--- src/rtl/mux5_rr_arbiter_if.sv ---
// Requester/consumer bus of the 5-way round-robin burst arbiter.
// master = requester and consumer side, slave = arbiter.
interface mux5_rr_arbiter_if;
  logic [4:0] req_valid;
  logic [4:0] req_last;
  logic [4:0] req_ready;
  logic [2:0] sel;
  logic [4:0] grant;
  logic       out_valid;
  logic       out_last;
  logic       out_ready;
  logic       timeout_err;

  modport master (
    output req_valid, req_last, out_ready,
    input  req_ready, sel, grant, out_valid, out_last, timeout_err
  );

  modport slave (
    input  req_valid, req_last, out_ready,
    output req_ready, sel, grant, out_valid, out_last, timeout_err
  );
endinterface

--- src/rtl/mux5_rr_arbiter.sv ---
// Round-robin burst arbiter driving the select of a shared 5:1 mux.
// Optional grant timeout is enabled by defining ARB_TIMEOUT_EN.
module mux5_rr_arbiter #(
  parameter int NREQ    = 5,
  parameter int TIMEOUT = 16
) (
  input logic               clk,
  input logic               rst,
  mux5_rr_arbiter_if.slave  bus
);

  typedef enum logic {IDLE, BURST} state_t;

  state_t     state;
  logic [4:0] grant_q;
  logic [2:0] sel_q;
  logic [2:0] ptr;
  logic [2:0] win;
  logic [2:0] idx;
  logic       found;
  logic [2:0] ptr_next;
  logic       last_xfer;

  if (NREQ != 5 || TIMEOUT < 2) begin : g_cfg_check
    $error("mux5_rr_arbiter: NREQ must be 5 and TIMEOUT >= 2");
  end

  // First requester at or after ptr, wrapping modulo 5.
  always_comb begin
    win   = '0;
    idx   = '0;
    found = 1'b0;
    for (int unsigned k = 0; k < NREQ; k++) begin
      idx = 3'((32'(ptr) + k) % 32'd5);
      if (!found && bus.req_valid[idx]) begin
        win   = idx;
        found = 1'b1;
      end
    end
  end

  // grant is zero outside BURST, so masking with it covers the state check.
  assign bus.req_ready = grant_q & {5{bus.out_ready}};
  assign bus.out_valid = |(bus.req_valid & grant_q);
  assign bus.out_last  = |(bus.req_last & grant_q) & bus.out_valid;
  assign bus.grant     = grant_q;
  assign bus.sel       = sel_q;

  assign last_xfer = |(bus.req_valid & bus.req_last & grant_q) & bus.out_ready;
  assign ptr_next  = (sel_q == 3'd4) ? 3'd0 : sel_q + 3'd1;

`ifdef ARB_TIMEOUT_EN
  localparam int CW = $clog2(TIMEOUT);
  logic [CW-1:0] cnt;
  logic          timeout_q;
  assign bus.timeout_err = timeout_q;
`else
  assign bus.timeout_err = 1'b0;
`endif

  always_ff @(posedge clk) begin
    if (rst) begin
      state   <= IDLE;
      grant_q <= '0;
      sel_q   <= '0;
      ptr     <= '0;
`ifdef ARB_TIMEOUT_EN
      cnt       <= '0;
      timeout_q <= 1'b0;
`endif
    end else begin
`ifdef ARB_TIMEOUT_EN
      timeout_q <= 1'b0;
`endif
      case (state)
        IDLE: begin
          if (|bus.req_valid) begin
            state   <= BURST;
            grant_q <= 5'(1) << win;
            sel_q   <= win;
`ifdef ARB_TIMEOUT_EN
            cnt     <= '0;
`endif
          end
        end
        BURST: begin
          // A last beat in the expiry cycle wins over the forced release.
          if (last_xfer) begin
            state   <= IDLE;
            grant_q <= '0;
            ptr     <= ptr_next;
          end
`ifdef ARB_TIMEOUT_EN
          else if (cnt == CW'(TIMEOUT - 1)) begin
            state     <= IDLE;
            grant_q   <= '0;
            ptr       <= ptr_next;
            timeout_q <= 1'b1;
          end else begin
            cnt <= cnt + 1'b1;
          end
`endif
        end
      endcase
    end
  end

endmodule

--- src/flat_wrapper.sv ---
// flat-port wrapper written by rule: the top's interface ports become plain ports
module mux5_rr_arbiter_flat 
#(
  parameter int NREQ    = 5,
  parameter int TIMEOUT = 16
)
  (clk, rst, bus_req_valid, bus_req_last, bus_out_ready, bus_req_ready, bus_sel, bus_grant, bus_out_valid, bus_out_last, bus_timeout_err);
  mux5_rr_arbiter_if bus_i ();
  input logic clk;
  input logic rst;
  input wire logic [$bits(bus_i.req_valid)-1:0] bus_req_valid;
  input wire logic [$bits(bus_i.req_last)-1:0] bus_req_last;
  input wire logic [$bits(bus_i.out_ready)-1:0] bus_out_ready;
  output wire logic [$bits(bus_i.req_ready)-1:0] bus_req_ready;
  output wire logic [$bits(bus_i.sel)-1:0] bus_sel;
  output wire logic [$bits(bus_i.grant)-1:0] bus_grant;
  output wire logic [$bits(bus_i.out_valid)-1:0] bus_out_valid;
  output wire logic [$bits(bus_i.out_last)-1:0] bus_out_last;
  output wire logic [$bits(bus_i.timeout_err)-1:0] bus_timeout_err;
  assign bus_i.req_valid = bus_req_valid;
  assign bus_i.req_last = bus_req_last;
  assign bus_i.out_ready = bus_out_ready;
  assign bus_req_ready = bus_i.req_ready;
  assign bus_sel = bus_i.sel;
  assign bus_grant = bus_i.grant;
  assign bus_out_valid = bus_i.out_valid;
  assign bus_out_last = bus_i.out_last;
  assign bus_timeout_err = bus_i.timeout_err;
  mux5_rr_arbiter #(.NREQ(NREQ), .TIMEOUT(TIMEOUT)) u_core (.clk(clk), .rst(rst), .bus(bus_i));
endmodule
--- config.mk ---
export PLATFORM = sky130hd
export DESIGN_NAME = mux5_rr_arbiter_flat
export DESIGN_NICKNAME = d
export VERILOG_FILES = /design/src/rtl/mux5_rr_arbiter_if.sv /design/src/rtl/mux5_rr_arbiter.sv /design/src/flat_wrapper.sv
export SDC_FILE = /design/constraint.sdc
export NUM_CORES = 1
export LEC_CHECK = 0
export BUFFER_PORTS_ARGS = -buffer_cell sky130_fd_sc_hd__clkbuf_2
export CORE_MARGIN = 8
export CORE_UTILIZATION = 54
export CTS_BUF_LIST = sky130_fd_sc_hd__clkbuf_16
export CTS_CLUSTER_SIZE = 16
export DETAILED_ROUTE_END_ITERATION = 6
export PLACE_DENSITY_LB_ADDON = 0.12
export SLEW_MARGIN = 20
export SYNTH_ARGS = -nofsm -noshare
export SYNTH_HDL_FRONTEND = slang
export SYNTH_SLANG_ARGS = --single-unit
--- constraint.sdc ---
create_clock -name clk -period 4.8 [get_ports clk]
set_input_delay 0 -clock clk [delete_from_list [all_inputs] [get_ports clk]]
set_output_delay 0 -clock clk [all_outputs]
set_load 0.01 [all_outputs]
==> results.py <==
metrics = {
    "place": {
        "io_buffers": 27,
        "place_area_um2": 2570,
        "place_hpwl_um": 5110,
        "gp_congestion": 0.910,
    },
    "worst_setup_path": {
        "cp.arrival_ps": 4660,
        "crit_chain": "ha_1 -> xor2_2 -> inv_2 -> ha_1 -> inv_1 -> ha_1 -> nand2b_1 -> o211a_1 -> o311a_1 -> o21ba_1 -> nor4_4 -> mux2_4 -> a2111oi_2 -> nor3_1 -> o41ai_1",
        "path_buf_inv": 2,
        "cpPeakStageDelay_ps": 470,
        "cp.depth": 15,
        "critPathCapture": "u_core.bus.grant[0]",
        "crit_start": "u_core.ptr[1]",
        "end_kind": "flop",
        "critPathLaunchType": "flop",
        "r2r-start": "u_core.ptr[1]",
        "cpLargestDelayFamily": "compound AO/OA/AOI/OAI gates",
        "worst_r2r_path_depth": 15,
        "reg2reg_to": "u_core.bus.grant[0]",
        "crit_type": "flop to flop",
        "critPathSlowestCell": "dfxtp_1",
        "crit_fanout": 10,
        "crit_top_cell": "ha_1",
        "ff2ff_setup_slack_ps": 280,
        "crit_required_ps": 4940,
    },
    "synth": {
        "synth_fp_nets": 355,
        "yosysWarnings": 0,
        "netlist_top_cells_area": "ha_1 (12%), dfxtp_1 (10%), mux2_2 (4.7%), a21oi_1 (4.2%), nand2_1 (3.2%)",
        "synth_edf_count": 0,
        "synth.distinct_cells": 71,
        "yosysTopAreaCell": "ha_1",
        "yosys.cell_count.top_type": "ha_1",
        "postSynthAreaPerCell_um2": 7.47,
        "synth_top_area_share_pct": 12.1,
        "synthCells": 319,
        "ys_ff_latch": 12,
        "ys_top_cells_by_count": "ha_1 (23), a21oi_1 (20), nand2_1 (20)",
        "ys_seq_area_share_pct": 10.1,
        "synthArstFlopShare_pct": 0,
        "syn_area_um2": 2380,
        "ys.flop_type": "dfxtp_1",
    },
    "drt": {
        "finalWirelength_um": 7020,
        "vias": 2611,
        "drc": 0,
        "drtIter0Drc": 215,
        "drtPass1Iterations": 6,
        "ant_nets": 0,
        "wl_per_cell_um": 17.9,
        "via_per_inst": 6.66,
    },
    "clocking": {
        "clock-sinks": 12,
        "cts.hold.buffers_added": 0,
        "clockRootBuffer": "clkbuf_16",
        "clockBufferDepth": 2,
        "clkTransAtPathRegs_ps": 40,
        "cts_buffers": 3,
        "htree_levels": 1,
        "clock_latency_ps": 240,
        "cts_tree": "yes",
    },
    "pwr": {
        "vdd_drop_max_mv": 0.260,
        "pwr_density_cell_nw_per_um2": 187,
        "leakagePower_nw": 1.18,
        "total_power_mw": 0.502,
    },
    "timing": {
        "max_freq_ghz": 0.221,
        "tns_ps": 0,
        "hold_viol_final": 0,
        "holdWs_ps": 63.2,
        "period_share_pct": 94.2,
        "setup_violations": 0,
        "drv_slew": 0,
        "rsz0062_at_grt": "no",
        "worstMarginPinSlew_ps": 710,
        "skew_ps": 1.61,
        "slew_headroom_pct": 52.4,
        "min_period_ps": 4520,
    },
    "floorplan": {
        "start_util_pct": 55.5,
        "num_io_pins": 29,
        "fp.dieW_um": 82.4,
        "die-area_um2": 6790,
        "rows": 24,
        "die_h_um": 82.4,
        "core_um2": 4290,
    },
    "run": {
        "timing.max_cap.violations": 0,
    },
    "global_routing": {
        "grt_max_degree": 19,
        "grt.overflow.total": 0,
        "grt_pass1_vias": 2401,
        "grt_usage_pct": 20.8,
        "grt_pass1_wl_um": 11400,
        "antenna_found_initial": 0,
    },
    "final_layout": {
        "nets": 377,
        "seq_area_um2": 240,
        "stdcell_area_um2": 2690,
        "n_fill_cell": 388,
        "multi_input_area_um2": 2000,
        "drive_gt1_share_pct": 20.9,
        "area_growth_pct": 12.7,
        "antenna_cells": 0,
        "final_core_util_pct": 62.5,
    },
    "outcome": {
        "status": "complete, no violations",
    },
    "min_path": {
        "hold_path.class": "input port to flop",
    },
}
-- worst reg2reg max path, cell delays in order (launching register included) --
cell and delay, ps:
dfxtp_1 470, ha_1 310, xor2_2 280, inv_2 150, ha_1 220, inv_1 50
ha_1 220, nand2b_1 190, o211a_1 290, o311a_1 360, o21ba_1 220, nor4_4 460
mux2_4 360, a2111oi_2 430, nor3_1 120, o41ai_1 300
-- logic make-up (layout without fill, tap and decap cells) --
group,Yosys count,in the layout,synth area share [%]
buffers and inverters,42,63,6.83
flip-flops,12,12,10.1
AND/OR/NAND/NOR,106,106,23.9
other,1,1,0.157
adder cells (fa/ha/maj),23,23,12.1
multiplexers,21,21,11.1
AO/OA/AOI/OAI,107,107,32.9
XOR/XNOR,7,7,2.89
-- final cells by class --
class,instances,area share [%]
clock buffer,3,2.80
clock inverter,1,0.140
inverter,21,3.08
multi-input combinational,265,74.5
sequential,12,8.95
tap,52,2.42
timing repair buffer,38,8.11
-- worst min path at each step --
stage | endpoint | slack, ps | cells after the start | from
6_report | u_core.bus.sel[2] | 60 | 2 | rst
5_1_grt | u_core.bus.sel[2] | 70 | 2 | rst
4_1_cts | u_core.bus.sel[2] | 60 | 2 | rst
3_5_place_dp | u_core.bus.sel[0] | 310 | 2 | rst
3_3_place_gp | u_core.bus.sel[1] | 320 | 2 | rst
2_1_floorplan | bus_req_ready[0] | 150 | 1 | bus_out_ready
-- placed cells by master, fill, tap and decap left out, types with 8 or more instances in the layout --
| cell | synthesis | layout |
|---|---|---|
| mux2_2 | 10 | 10 |
| o21ai_0 | 11 | 11 |
| buf_4 | 1 | 11 |
| nand2b_1 | 8 | 8 |
| ha_1 | 23 | 22 |
| a21oi_1 | 20 | 20 |
| clkbuf_2 | 0 | 27 |
| nor2_1 | 19 | 19 |
| dfxtp_1 | 12 | 12 |
| nor3_1 | 15 | 15 |
| nand3_1 | 8 | 8 |
| inv_1 | 19 | 19 |
| nand2_1 | 20 | 20 |
-- report_power, final --
part           internal [mW]  leakage [nW]  switching [mW]  total [mW]
Combinational         0.0979          1.04           0.131       0.229
Sequential             0.109        0.0977          0.0129       0.122
Clock                  0.110        0.0385          0.0424       0.152
-- layer usage --
metal,vias to the layer above,global-route usage [%],part of all wire [%]
li1,1257,-,-
met1,1247,26.2,44
met2,88,34.7,49
met3,19,2.49,4.6
met4,0,8.77,2.6
met5,-,0,0
-- flip-flops by register name (all words and copies together) (netlist names) --
register and count:
u_core.state 1, u_core.bus.grant 5, u_core.ptr 3, u_core.bus.sel 3
-- stage by stage --
stage               setup slack [ps]  std cells
global route                    22.3        392
detailed placement               177        386
global placement                 354        386
finish                           276        392
CTS                              142        390
floorplan                       91.6        319
-- timing repair --
action / CTS / global route
gates resized for setup: 0 / 4
setup endpoints to repair: 0 / 5
setup buffers: 0 / 2
Power figures use the tool's default switching activity.
